==> src/rtl/maze_grid_renderer.sv <==
// Maze-state pixel source for the VGA driver: double-buffered cell map written over a
// valid/ready port, copied to the display map at the first blanking line, rendered as RGB332.
module maze_grid_renderer #(
  parameter int          GRID_COLS      = 5,
  parameter int          GRID_ROWS      = 4,
  parameter int          CELL_SHIFT     = 6,
  parameter int          VIS_H          = 288,
  parameter logic [7:0]  COL_UNEXPLORED = 8'h00,
  parameter logic [7:0]  COL_EXPLORED   = 8'h1C,
  parameter logic [7:0]  COL_WALL       = 8'hE0,
  parameter logic [7:0]  COL_ROBOT      = 8'hFC,
  parameter logic [7:0]  COL_GRIDLINE   = 8'h92,
  parameter logic [7:0]  COL_BG         = 8'h03
) (
  input  logic       CLOCK,
  input  logic       RESET,
  input  logic [9:0] PIXEL_X,
  input  logic [9:0] PIXEL_Y,
  output logic [7:0] PIXEL_COLOR,
  input  logic       WR_VALID,
  output logic       WR_READY,
  input  logic [2:0] WR_COL,
  input  logic [1:0] WR_ROW,
  input  logic [1:0] WR_STATE,
  input  logic       CLEAR,
  output logic       WR_ERR,
  output logic       FRAME_COMMIT
);

  logic [1:0] shadow_q  [GRID_ROWS][GRID_COLS];
  logic [1:0] display_q [GRID_ROWS][GRID_COLS];
  logic       ready_q;
  logic       dirty_q;
  logic       err_q;
  logic [7:0] color_q;
  logic [7:0] color_d;

  logic       commit_c;
  logic       wr_fire;
  logic       wr_in_range;
  logic [9:0] cell_col;
  logic [9:0] cell_row;
  logic       in_grid;
  logic       on_line;
  logic [1:0] cell_state;

  function automatic logic [7:0] state_color(input logic [1:0] st);
    case (st)
      2'd0:    state_color = COL_UNEXPLORED;
      2'd1:    state_color = COL_EXPLORED;
      2'd2:    state_color = COL_WALL;
      default: state_color = COL_ROBOT;
    endcase
  endfunction

  // The copy owns the commit cycle, so the write port stalls for exactly that cycle.
  assign commit_c     = dirty_q && (PIXEL_Y == 10'(VIS_H)) && (PIXEL_X == 10'd0);
  assign WR_READY     = ready_q && !commit_c;
  assign FRAME_COMMIT = commit_c;
  assign WR_ERR       = err_q;
  assign PIXEL_COLOR  = color_q;

  assign wr_fire     = WR_VALID && WR_READY;
  assign wr_in_range = ({1'b0, WR_COL} < 4'(GRID_COLS)) && ({1'b0, WR_ROW} < 3'(GRID_ROWS));

  always_ff @(posedge CLOCK or posedge RESET) begin
    if (RESET) begin
      ready_q <= 1'b0;
      dirty_q <= 1'b0;
      err_q   <= 1'b0;
    end else begin
      ready_q <= 1'b1;
      if (wr_fire && !wr_in_range)
        err_q <= 1'b1;
      // A clear in the commit cycle lands after the copy, so the map stays dirty.
      if (CLEAR)
        dirty_q <= 1'b1;
      else if (commit_c)
        dirty_q <= 1'b0;
      else if (wr_fire && wr_in_range)
        dirty_q <= 1'b1;
    end
  end

  always_ff @(posedge CLOCK or posedge RESET) begin
    if (RESET) begin
      for (int r = 0; r < GRID_ROWS; r++)
        for (int c = 0; c < GRID_COLS; c++) begin
          shadow_q[r][c]  <= 2'd0;
          display_q[r][c] <= 2'd0;
        end
    end else begin
      if (commit_c)
        for (int r = 0; r < GRID_ROWS; r++)
          for (int c = 0; c < GRID_COLS; c++)
            display_q[r][c] <= shadow_q[r][c];
      for (int r = 0; r < GRID_ROWS; r++)
        for (int c = 0; c < GRID_COLS; c++)
          if (CLEAR)
            shadow_q[r][c] <= 2'd0;
          else if (wr_fire && wr_in_range && (WR_ROW == 2'(r)) && (WR_COL == 3'(c)))
            shadow_q[r][c] <= WR_STATE;
    end
  end

  // Render stage: pixel coordinate -> cell lookup -> colour, registered once.
  assign cell_col = PIXEL_X >> CELL_SHIFT;
  assign cell_row = PIXEL_Y >> CELL_SHIFT;
  assign in_grid  = (cell_col < 10'(GRID_COLS)) && (cell_row < 10'(GRID_ROWS));
  assign on_line  = (PIXEL_X[CELL_SHIFT-1:0] == '0) || (PIXEL_Y[CELL_SHIFT-1:0] == '0);

  always_comb begin
    cell_state = 2'd0;
    for (int r = 0; r < GRID_ROWS; r++)
      for (int c = 0; c < GRID_COLS; c++)
        if ((cell_row == 10'(r)) && (cell_col == 10'(c)))
          cell_state = display_q[r][c];
  end

  always_comb begin
    color_d = COL_BG;
    if (in_grid)
      color_d = on_line ? COL_GRIDLINE : state_color(cell_state);
  end

  always_ff @(posedge CLOCK or posedge RESET) begin
    if (RESET)
      color_q <= 8'h00;
    else
      color_q <= color_d;
  end

endmodule

==> config.mk <==
export PLATFORM = sky130hd
export DESIGN_NAME = maze_grid_renderer
export DESIGN_NICKNAME = d
export VERILOG_FILES = /design/src/rtl/maze_grid_renderer.sv
export SDC_FILE = /design/constraint.sdc
export NUM_CORES = 1
export LEC_CHECK = 0
export BUFFER_PORTS_ARGS = -buffer_cell sky130_fd_sc_hd__buf_2
export CAP_MARGIN = 20
export CORE_MARGIN = 5
export CORE_UTILIZATION = 40
export DETAILED_ROUTE_END_ITERATION = 6
export HOLD_SLACK_MARGIN = 0.1
export PLACE_DENSITY = 0.59
export SYNTH_ARGS = -nofsm -noshare
export SYNTH_HDL_FRONTEND = slang
export SYNTH_SLANG_ARGS = --single-unit
==> constraint.sdc <==
create_clock -name CLOCK -period 2.5 [get_ports CLOCK]
set_clock_uncertainty 0.2 [all_clocks]
set_input_delay 0.125 -clock CLOCK [delete_from_list [all_inputs] [get_ports CLOCK]]
set_output_delay 0.125 -clock CLOCK [all_outputs]
set_load 0.02 [all_outputs]
# --- After elaboration in Yosys (flattened, before gate mapping) ---
# Index checks and enable logic that the tools add are counted.
classes:
  mux: 66
  reduce_logical: 83
  eq_ne: 17
  n_lt_le_gt_ge: 3
op_table:
  columns: ["operator", "count"]
  rows:
  - ["2-to-1 mux 2 bit", 60]
  - ["logical AND 1 bit", 51]
  - ["nonzero test 2 bit", 20]
  - ["logical NOT 10 bit", 3]
  - ["case mux 8 bit (3 select lines)", 1]
  - ["== test 4 x 2 -> 1 bit, second input constant", 4]
  - ["2-to-1 mux 8 bit", 2]
  - ["logical NOT 6 bit", 2]
  - ["== test 10 x 9 -> 1 bit, second input constant", 1]
  - ["== test 4 x 1 -> 1 bit, second input constant", 2]
  - ["less-than comparator 4 x 3 -> 1 bit, second input constant", 2]
  - ["== test 2 bit, second input constant", 3]
  - ["== test 3 x 2 -> 1 bit, second input constant", 2]
  - ["== test 2 x 1 -> 1 bit, second input constant", 2]
  - ["== test 4 x 3 -> 1 bit, second input constant", 1]
  - ["logical NOT 2 bit", 2]
  - ["== test 3 x 1 -> 1 bit, second input constant", 1]
  - ["== test 3 bit, second input constant", 1]
  - ["logical NOT 3 bit", 1]
  - ["less-than comparator 3 bit, second input constant", 1]
  - ["2-to-1 mux 1 bit", 3]
  - ["nonzero test 3 bit", 1]
  - ["logical NOT 1 bit", 2]
  - ["logical OR 1 bit", 1]
totals:
  input_bits: 31
  ff_bits: 91

# --- Depth between registers and ports, before layout ---
# Gate-level depths: netlist (run 1).
depth:
  ltp_word: 26
  depth_mapped: 8
  mapped_depth_nobuf: 6

# --- Least setup slack after synthesis (run 1) ---
# OpenSTA, ideal clock, no wires.
synth_timing:
  path_type: "input port to flip-flop"
  from: "input port PIXEL_Y[7]"
  to: "register shadow_q[22] (netlist bit)"
  path_stages: 7
  t_arrival_ps: 1400
  slack_ps: 769
  required_time_ps: 2168
  n_path_buf: 1
  path_cell_list: "or3_4 -> nor4_4 -> and4_4 -> buf_6 -> or3_4 -> mux2i_1 -> nor2_1"
synth_via:
  elab_chain_cells: 10
synth_rtl:
  columns: ["element", "line", "source"]
  rows:
  - ["start, declared", "18", "input logic [9:0] PIXEL_Y,"]
  - ["== test 10 x 9 -> 1 bit", "57", "assign commit_c = dirty_q && (PIXEL_Y == 10'(VIS_H)) && (PIXEL_X == 10'd0);"]
  - ["logical AND 1 bit (2 in a row)", "57", null]
  - ["logical NOT 1 bit", "58", "assign WR_READY = ready_q && !commit_c;"]
  - ["logical AND 1 bit", "58", null]
  - ["logical AND 1 bit", "63", "assign wr_fire = WR_VALID && WR_READY;"]
  - ["logical AND 1 bit (3 in a row)", "101", "else if (wr_fire && wr_in_range && (WR_ROW == 2'(r)) && (WR_COL == 3'(c)))"]
  - ["nonzero test 2 bit (no line)", null, null]
  - ["end signal, assigned by index", "89", "shadow_q[r][c] <= 2'd0;"]
  - ["end signal, assigned by index", "100", "shadow_q[r][c] <= 2'd0;"]
  - ["end signal, assigned by index", "102", "shadow_q[r][c] <= WR_STATE;"]
  - ["end, declared", "30", "logic [1:0] shadow_q [GRID_ROWS][GRID_COLS];"]
# Every way passes these cells.
# A chain may end at the register's enable or synchronous reset.

# --- Worst setup path after layout (run 1) ---
layout_timing:
  from: "input port PIXEL_Y[5]"
  to: "register shadow_q[20] (netlist bit)"
# The elaborated chain is that of the path after synthesis.

==> impl_metrics.toml, run 1 <==
[pwr]
cellPowerDensity_mw_per_mm2 = 498
worst_ir_drop_vdd_mv = 0.252
p_leak_uw = 0.00256

[clock_network]
clock_sinks = 89
cts_tree = "done"
htree_levels = 3
path_clk_slew_ns = 0.09
cts_buffer_depth = 2
clockRootBuffer = "clkbuf_8"
cts_made_buffers = 9
clk_latency_ns = 0.35

[timing]
fin_crit_sh = 0.957
hold_viol = 0
worst_slack_ns = 0.107
slew_headroom = 0.518
slew_violations = 0
setup_viol_count_final = 0
rsz0062_at_grt = "no"
fmax_mhz = 418
finalCriticalPeriod_ns = 2.39
worstMarginPinSlew_ns = 0.722
holdWs_ns = 0.112
fin_setup_tns_ns = 0

[synthesis]
ys_ff_latch = 89
synth_nets = 483
yosysTopAreaCell = "dfrtp_1"
synth_area_leaders = "dfrtp_1 (51%), nand2_1 (11%), mux2i_1 (10%)"
synth_area_mm2 = 0.00438
synth_edf_count = 0
synthCells = 452
synth_ff_type = "dfrtp_1"
yosysSeqAreaShare = 0.509
ys_async_sr_fraction = 1.00
yosysWarnings = 0
ys_types = 50
avgSynthCellArea_um2 = 9.68
synth_top_area_share = 0.509

[floorplanning]
core-area_mm2 = 0.0108
initial_core_util = 0.405
fp.dieH_um = 115
row_count = 38
ios = 42
chipWidth_um = 115
die_area_mm2 = 0.0131

[worst_setup_path]
worstPathMaxFanout = 10
critPathRequiredTime_ns = 2.52
crit_slowest_cell = "dlygate4sd3_1"
crit_path_start = "PIXEL_Y[5]"
start_kind = "input pin"
arrival_ns = 2.42
path_buf_inv = 3
slowest_delay_ns = 0.56
critPathCaptureType = "register"
cpMostUsedCell = "dlygate4sd3_1"
path_cells = "dlygate4sd3_1 -> buf_2 -> nand2_1 -> nor4_4 -> and4_4 -> nor4b_4 -> mux2i_1 -> dlygate4sd3_1 -> nor2_1"
crit_type = "in -> reg"
path_delay_family = "buffers and inverters"
worst_r2r_startpoint = "ready_q"

[placed_design]
dp_hpwl_mm = 7.49
post-place-ws_ns = 0.281
portBuffers = 41
routabilityCongestion = 0.857
placed_area_mm2 = 0.00469

[finish]
final_cell_area_mm2 = 0.00508
ff_latch_area_mm2 = 0.00223
n_fill_cell = 1053
final_common_cell = "nand2_1"
final_layout_size_suffix_gt1_frac = 0.186
n_antenna_cell = 0
final_cell_mix = "nand2_1 (131), dfrtp_1 (89), nor2_1 (52)"
final_nets = 538
area_growth_pct = 16.1
multi_input_area_mm2 = 0.00201

[global_route]
grt_use_total = 0.170
grt_pass1_vias = 3295
antenna_found_initial = 0
gr-total-overflow = 0
grt_max_degree = 42
grt_first_pass_wirelength_mm = 17.4

[drt]
via_per_inst = 5.21
avgRoutedWirePerCell_um = 16.4
drcViolationCount = 0
ant_nets = 0
num_vias = 3395
drtIter0Drc = 243
drtPass1Iterations = 5
drt_wl_total_mm = 10.7

[outcome]
status = "finished clean"

[worst_hold_path]
hold_start = "CLEAR"
min_path_type = "in -> reg"

[job]
drv_cap = 0
==> kinds of logic (layout without fill, tap and decap cells) <==
logic type	Yosys count	in the layout	synth area share
buffers and inverters	31	90	0.0366
multiplexers	50	50	0.124
AND/OR/NAND/NOR	249	250	0.279
flip-flops	89	89	0.509
AO/OA/AOI/OAI	32	32	0.0509
other	1	1	0.000857
==> worst paths after layout <==
check                      depth (start not counted)  slack [ns]       endpoint
max                                                9        0.11   shadow_q[20]
max reg2reg                                        6        0.19   shadow_q[20]
max in group asynchronous                          4        1.25         WR_ERR
min in group asynchronous                          3        0.22  display_q[17]
min reg2reg                                        2        0.27  display_q[25]
min                                                2        0.11   shadow_q[21]
==> power breakdown <==
group	total (uW)	switching [uW]	internal (uW)
Clock	888	503	386
Combinational	195	124	71.1
Sequential	1450	2.60	1440
==> through the flow <==
stage | cells | util | total power, uW
6_report | 652 | 0.471 | 2530
5_1_grt | 652 | 0.471 | 2650
4_1_cts | 648 | 0.467 | 2560
3_5_place_dp | 615 | 0.435 | 1650
3_3_place_gp | 615 | 0.435 | 1650
2_1_floorplan | 452 | - | 1580
==> flip-flops by register name, summed over array words and instances (netlist names) <==
register,flops
PIXEL_COLOR,6
WR_ERR,1
dirty_q,1
display_q,40
ready_q,1
shadow_q,40
==> repair_timing <==
| item | in CTS | in global routing |
|---|---|---|
| resized for setup | 0 | 1 |
| hold buffers | 17 | 0 |
| endpoints found under the setup margin | 0 | 1 |
| endpoints found under the hold margin | 74 | 0 |
| setup buffers | 0 | 3 |
==> final cells by class <==
class                           instances  share of cell area
Tap cell                              140              0.0345
Inverter                                4             0.00370
Clock buffer                           11              0.0278
Timing Repair Buffer                   70              0.0941
Sequential cell                        89               0.439
Clock inverter                          5             0.00616
Multi-Input combinational cell        333               0.395
==> worst reg2reg max path, stage by stage, from the launching register on <==
cell and delay (ns):
dfrtp_1 0.36, and2_1 0.23, nand3_1 0.26, nor4b_4 0.33, mux2i_1 0.21, dlygate4sd3_1 0.56, nor2_1 0.04
==> cells in the mapped netlist (6+ instances only) <==
cell      number
or3_4          9
nand3b_1       9
nand2_1      131
mux2i_1       45
dfrtp_1       89
a21oi_1        6
nor3_1         7
buf_4          8
nor2_1        52
clkbuf_1      13
nand3_1        6
==> routing by layer <==
layer	global-route usage	vias to the layer above	share of wire
li1	-	1653	-
met1	0.252	1641	0.49
met2	0.244	88	0.44
met3	0.0243	13	0.060
met4	0.0768	0	0.014
met5	0	-	0
(Power assumes the default switching activity.)
==> run 2, diff against run 1 <==
- CORE_MARGIN: 5 -> unset
==> run 2 against run 1 <==
Against the previous run:
- global-route usage is 2.7 points higher
- non-clock buffer count fell by 6
- flip-flop and latch count stayed put
- via count is 2.8% lower
- hold slack better by 0.018 ns
- die area shrank 13%
- largest power group unchanged
- highest routed layer unchanged
==> impl_metrics.toml, run 2 (synthesis gave the netlist of run 1 again) <==
[outcome]
status = "finished clean"

[drt]
ant_nets = 0
via_per_inst = 5.16
num_vias = 3300
drtPass1Iterations = 5
drt_wl_total_mm = 10.2
avgRoutedWirePerCell_um = 15.9
drcViolationCount = 0
drtIter0Drc = 213

[clock_network]
clock_sinks = 89
htree_levels = 3
cts_buffer_depth = 2
cts_made_buffers = 9
cts_tree = "done"
clk_latency_ns = 0.35
path_clk_slew_ns = 0.08
clockRootBuffer = "clkbuf_8"

[timing]
finalCriticalPeriod_ns = 2.41
setup_viol_count_final = 0
worstMarginPinSlew_ns = 0.730
fin_crit_sh = 0.964
fmax_mhz = 415
hold_viol = 0
rsz0062_at_grt = "no"
slew_violations = 0
fin_setup_tns_ns = 0
slew_headroom = 0.514

[worst_setup_path]
path_cells = "dlygate4sd3_1 -> buf_2 -> nand2_1 -> nor4_4 -> and4_4 -> nor4b_4 -> mux2i_1 -> dlygate4sd3_1 -> nor2_1"
cp-endpoint = "shadow_q[10]"
slowest_delay_ns = 0.58
worstPathMaxFanout = 20
cpMostUsedCell = "dlygate4sd3_1"
critPathCaptureType = "register"
r2r_slack_ns = 0.25
path_depth = 9
path_buf_inv = 3
crit_path_start = "PIXEL_Y[5]"
critPathRequiredTime_ns = 2.51
crit_type = "in -> reg"
path_delay_family = "buffers and inverters"
reg2reg_depth = 6
crit_slowest_cell = "dlygate4sd3_1"
arrival_ns = 2.43
worst_r2r_startpoint = "ready_q"
r2r-end = "shadow_q[10]"
start_kind = "input pin"

[global_route]
grt_max_degree = 81
grt_use_total = 0.197
grt_pass1_vias = 3368
gr-total-overflow = 0
grt_first_pass_wirelength_mm = 17.4
antenna_found_initial = 0

[placed_design]
routabilityCongestion = 0.837
dp_hpwl_mm = 7.24
dp.cells = 608
portBuffers = 41

[finish]
final_layout_size_suffix_gt1_frac = 0.177
final_cell_mix = "nand2_1 (131), dfrtp_1 (89), nor2_1 (52)"
final_nets = 531
area_growth_pct = 15.4
layout.cells.non_filler = 640
final_common_cell = "nand2_1"
n_antenna_cell = 0

[floorplanning]
row_count = 37
initial_core_util = 0.418
chipWidth_um = 107
ios = 42
fp.dieH_um = 107
core-area_mm2 = 0.0105
die_area_mm2 = 0.0114

[pwr]
cellPowerDensity_mw_per_mm2 = 520
p_leak_uw = 0.00253
worst_ir_drop_vdd_mv = 0.244

[job]
drv_cap = 0

[worst_hold_path]
min_path_type = "in -> reg"
## run 2: metal layers
metal | up-vias | track usage | part of all wire
met5 | - | 0 | 0
met4 | 0 | 0.0665 | 0.0091
met3 | 6 | 0.0255 | 0.040
met2 | 76 | 0.297 | 0.44
met1 | 1593 | 0.291 | 0.51
li1 | 1625 | - | -
## run 2: how the worst min path moves through the flow
stage | start | to | slack, ns | cells past startpoint
floorplan | CLEAR | dirty_q | 0.04 | 1
global placement | RESET | display_q[20] | -0.12 | 2
detailed placement | RESET | display_q[20] | -0.12 | 2
CTS | PIXEL_Y[7] | PIXEL_COLOR[7] | 0.11 | 4
global route | CLEAR | shadow_q[19] | 0.15 | 2
finish | CLEAR | shadow_q[0] | 0.13 | 2
## run 2: metrics by stage
step	worst slack (ns)	power, uW	area (um^2)	utilization	hold slack, ns
global placement	0.381	1650	4670	0.446	-0.119
CTS	0.0542	2650	5030	0.481	0.114
finish	0.0890	2620	5050	0.482	0.130
detailed placement	0.299	1650	4670	0.446	-0.117
global route	0.00620	2730	5050	0.482	0.155
floorplan	0.769	1580	4380	-	0.0388
## run 2: power breakdown
group	switching (uW)	leakage, uW	internal (uW)
logic	123	0.00122	68.3
clock network	499	0.0000916	486
registers	2.74	0.00122	1440
total	625	0.00253	2000
## run 2: cell type report
type | instances | area, um^2
Clock buffer | 11 | 141
Fill cell | 1036 | 5420
Sequential cell | 89 | 2230
Inverter | 4 | 18.8
Multi-Input combinational cell | 332 | 2000
Tap cell | 136 | 170
Timing Repair Buffer | 64 | 433
Clock inverter | 4 | 53.8
## run 2: worst register-to-register path, stage by stage, from the launching register on
cell and delay, ns:
dfrtp_1 0.36, and2_2 0.21, nand3_2 0.17, nor4b_4 0.35, mux2i_1 0.23, dlygate4sd3_1 0.58
nor2_1 0.04
## run 2: what timing repair did
action	in CTS	in global routing
hold buffers	17	0
endpoints found under the hold margin	134	0
setup endpoints to repair	0	1
gates resized for setup	0	3
setup buffers	0	0
==> run 3, diff against run 2 <==
- RECOVER_POWER: unset -> 50
==> run 3 against run 2 <==
Against the previous run:
- critical path depth is the same
- sequential share of layout area grew 0.20 points
- critical path type unchanged
- final cell count is the same
- non-clock buffer count is the same
- register-to-register slack is essentially flat
- design area shrank 0.45%
- global-route usage is the same
- hold slack lost 0.0012 ns
- clock power is essentially flat
- sequential power is essentially flat
- largest power group unchanged
- utilization shrank 0.22 points
- setup slack gained 0.0035 ns
==> impl_metrics.toml, run 3 (synthesis gave the netlist of run 1 again) <==
[drt]
drtIter0Drc = 211
drtPass1Iterations = 4
avgRoutedWirePerCell_um = 15.9
drt_wl_total_mm = 10.2
num_vias = 3292
ant_nets = 0
drcViolationCount = 0
via_per_inst = 5.14

[pwr]
cellPowerDensity_mw_per_mm2 = 522
worst_ir_drop_vdd_mv = 0.244
p_leak_uw = 0.00250
design_power_total_uw = 2620

[timing]
slew_headroom = 0.512
fin_setup_tns_ns = 0
fin_crit_sh = 0.963
rsz0062_at_grt = "no"
finalCriticalPeriod_ns = 2.41
fmax_mhz = 415
slew_violations = 0
setup_viol_count_final = 0
hold_viol = 0
worst_slack_ns = 0.0925
worstMarginPinSlew_ns = 0.731

[floorplanning]
ios = 42
row_count = 37
die_area_mm2 = 0.0114
initial_core_util = 0.418
core-area_mm2 = 0.0105
fp.dieH_um = 107
chipWidth_um = 107

[finish]
n_antenna_cell = 0
layout.cells.non_filler = 640
final_nets = 531
final_util = 0.480
area_growth_pct = 14.8
final_common_cell = "nand2_1"
final_cell_mix = "nand2_1 (131), dfrtp_1 (89), nor2_1 (52)"
final_layout_size_suffix_gt1_frac = 0.159

[worst_setup_path]
arrival_ns = 2.42
worstPathMaxFanout = 20
worst_r2r_startpoint = "ready_q"
crit_slowest_cell = "dlygate4sd3_1"
path_delay_family = "buffers and inverters"
reg2reg_depth = 6
path_cells = "dlygate4sd3_1 -> buf_2 -> nand2_1 -> nor4_4 -> and4_4 -> nor4b_4 -> mux2i_1 -> dlygate4sd3_1 -> nor2_1"
critPathRequiredTime_ns = 2.52
slowest_delay_ns = 0.58
cpMostUsedCell = "dlygate4sd3_1"
r2r_slack_ns = 0.25
r2r-end = "shadow_q[10]"
critPathCaptureType = "register"
path_depth = 9
start_kind = "input pin"
crit_type = "in -> reg"
path_buf_inv = 3

[job]
drv_cap = 0

[global_route]
antenna_found_initial = 0
grt_first_pass_wirelength_mm = 17.4
grt_use_total = 0.197
gr-total-overflow = 0
grt_max_degree = 81
grt_pass1_vias = 3368

[placed_design]
dp_hpwl_mm = 7.24
dp.cells = 608
routabilityCongestion = 0.837
post-place-ws_ns = 0.299
portBuffers = 41

[worst_hold_path]
min_path_type = "in -> reg"
holdPathEnd = "PIXEL_COLOR[7]"
hold_depth = 4
hold_start = "PIXEL_Y[7]"

[clock_network]
htree_levels = 3
postCtsSetupBuffers = 0
cts_tree = "done"
cts_buffer_depth = 2
cts_made_buffers = 9
path_clk_slew_ns = 0.08
clk_latency_ns = 0.35
clockRootBuffer = "clkbuf_8"
clock_sinks = 89

[outcome]
status = "finished clean"
run 3: changes by cell type in the layout (fill, tap and decap cells not counted), sizes merged:
cell	before	now
clkbuf	11	20
buf	47	38
run 3: metrics by stage:
step	cell area, um^2	hold WS [ns]
finish	5020	0.129
floorplan	4380	0.0388
global route	5020	0.155
detailed placement	4670	-0.117
CTS	5030	0.114
global placement	4670	-0.119
run 3: repair_timing:
| item | 4_1_cts | 5_1_grt |
|---|---|---|
| gates resized for setup | 0 | 3 |
| endpoints found under the setup margin | 0 | 1 |
| hold buffers | 17 | 0 |
| endpoints found under the hold margin | 134 | 0 |
run 3: final cells by class:
type                       count  area (um^2)
fill                        1040         5440
sequential                    89         2230
multi-input combinational    332         2000
timing repair buffer          64          413
tap                          136          170
clock buffer                  11          141
clock inverter                 4         53.8
inverter                       4         16.3
run 3: how the worst max path moves through the flow:
stage	slack, ns	end	start
3_5_place_dp	0.30	shadow_q[4]	PIXEL_X[3]
6_report	0.09	shadow_q[10]	PIXEL_Y[5]
5_1_grt	0.006	shadow_q[10]	PIXEL_Y[5]
3_3_place_gp	0.38	shadow_q[4]	PIXEL_Y[6]
4_1_cts	0.05	shadow_q[10]	PIXEL_Y[5]
2_1_floorplan	0.77	shadow_q[22]	PIXEL_Y[7]
run 3: worst min-delay path, delay by kind of cell:
| family | cells | cell delay [ns] |
|---|---|---|
| AO/OA/AOI/OAI | 2 | 0.20 |
| buffers and inverters | 1 | 0.14 |
| AND/OR/NAND/NOR | 1 | 0.16 |
run 3: per-layer routing:
metal / vias to the layer above / share of wire / GRT usage
met1: 1586 / 0.52 / 0.291
met3: 6 / 0.041 / 0.0255
met4: 0 / 0.0090 / 0.0665
met2: 76 / 0.43 / 0.297
li1: 1624 / - / -
met5: - / 0 / 0
run 3: report_power, final:
part	total (uW)	switching, uW	leakage [uW]	internal [uW]
logic	188	122	0.00119	65.9
registers	1450	2.80	0.00122	1440
clock network	988	502	0.0000916	486
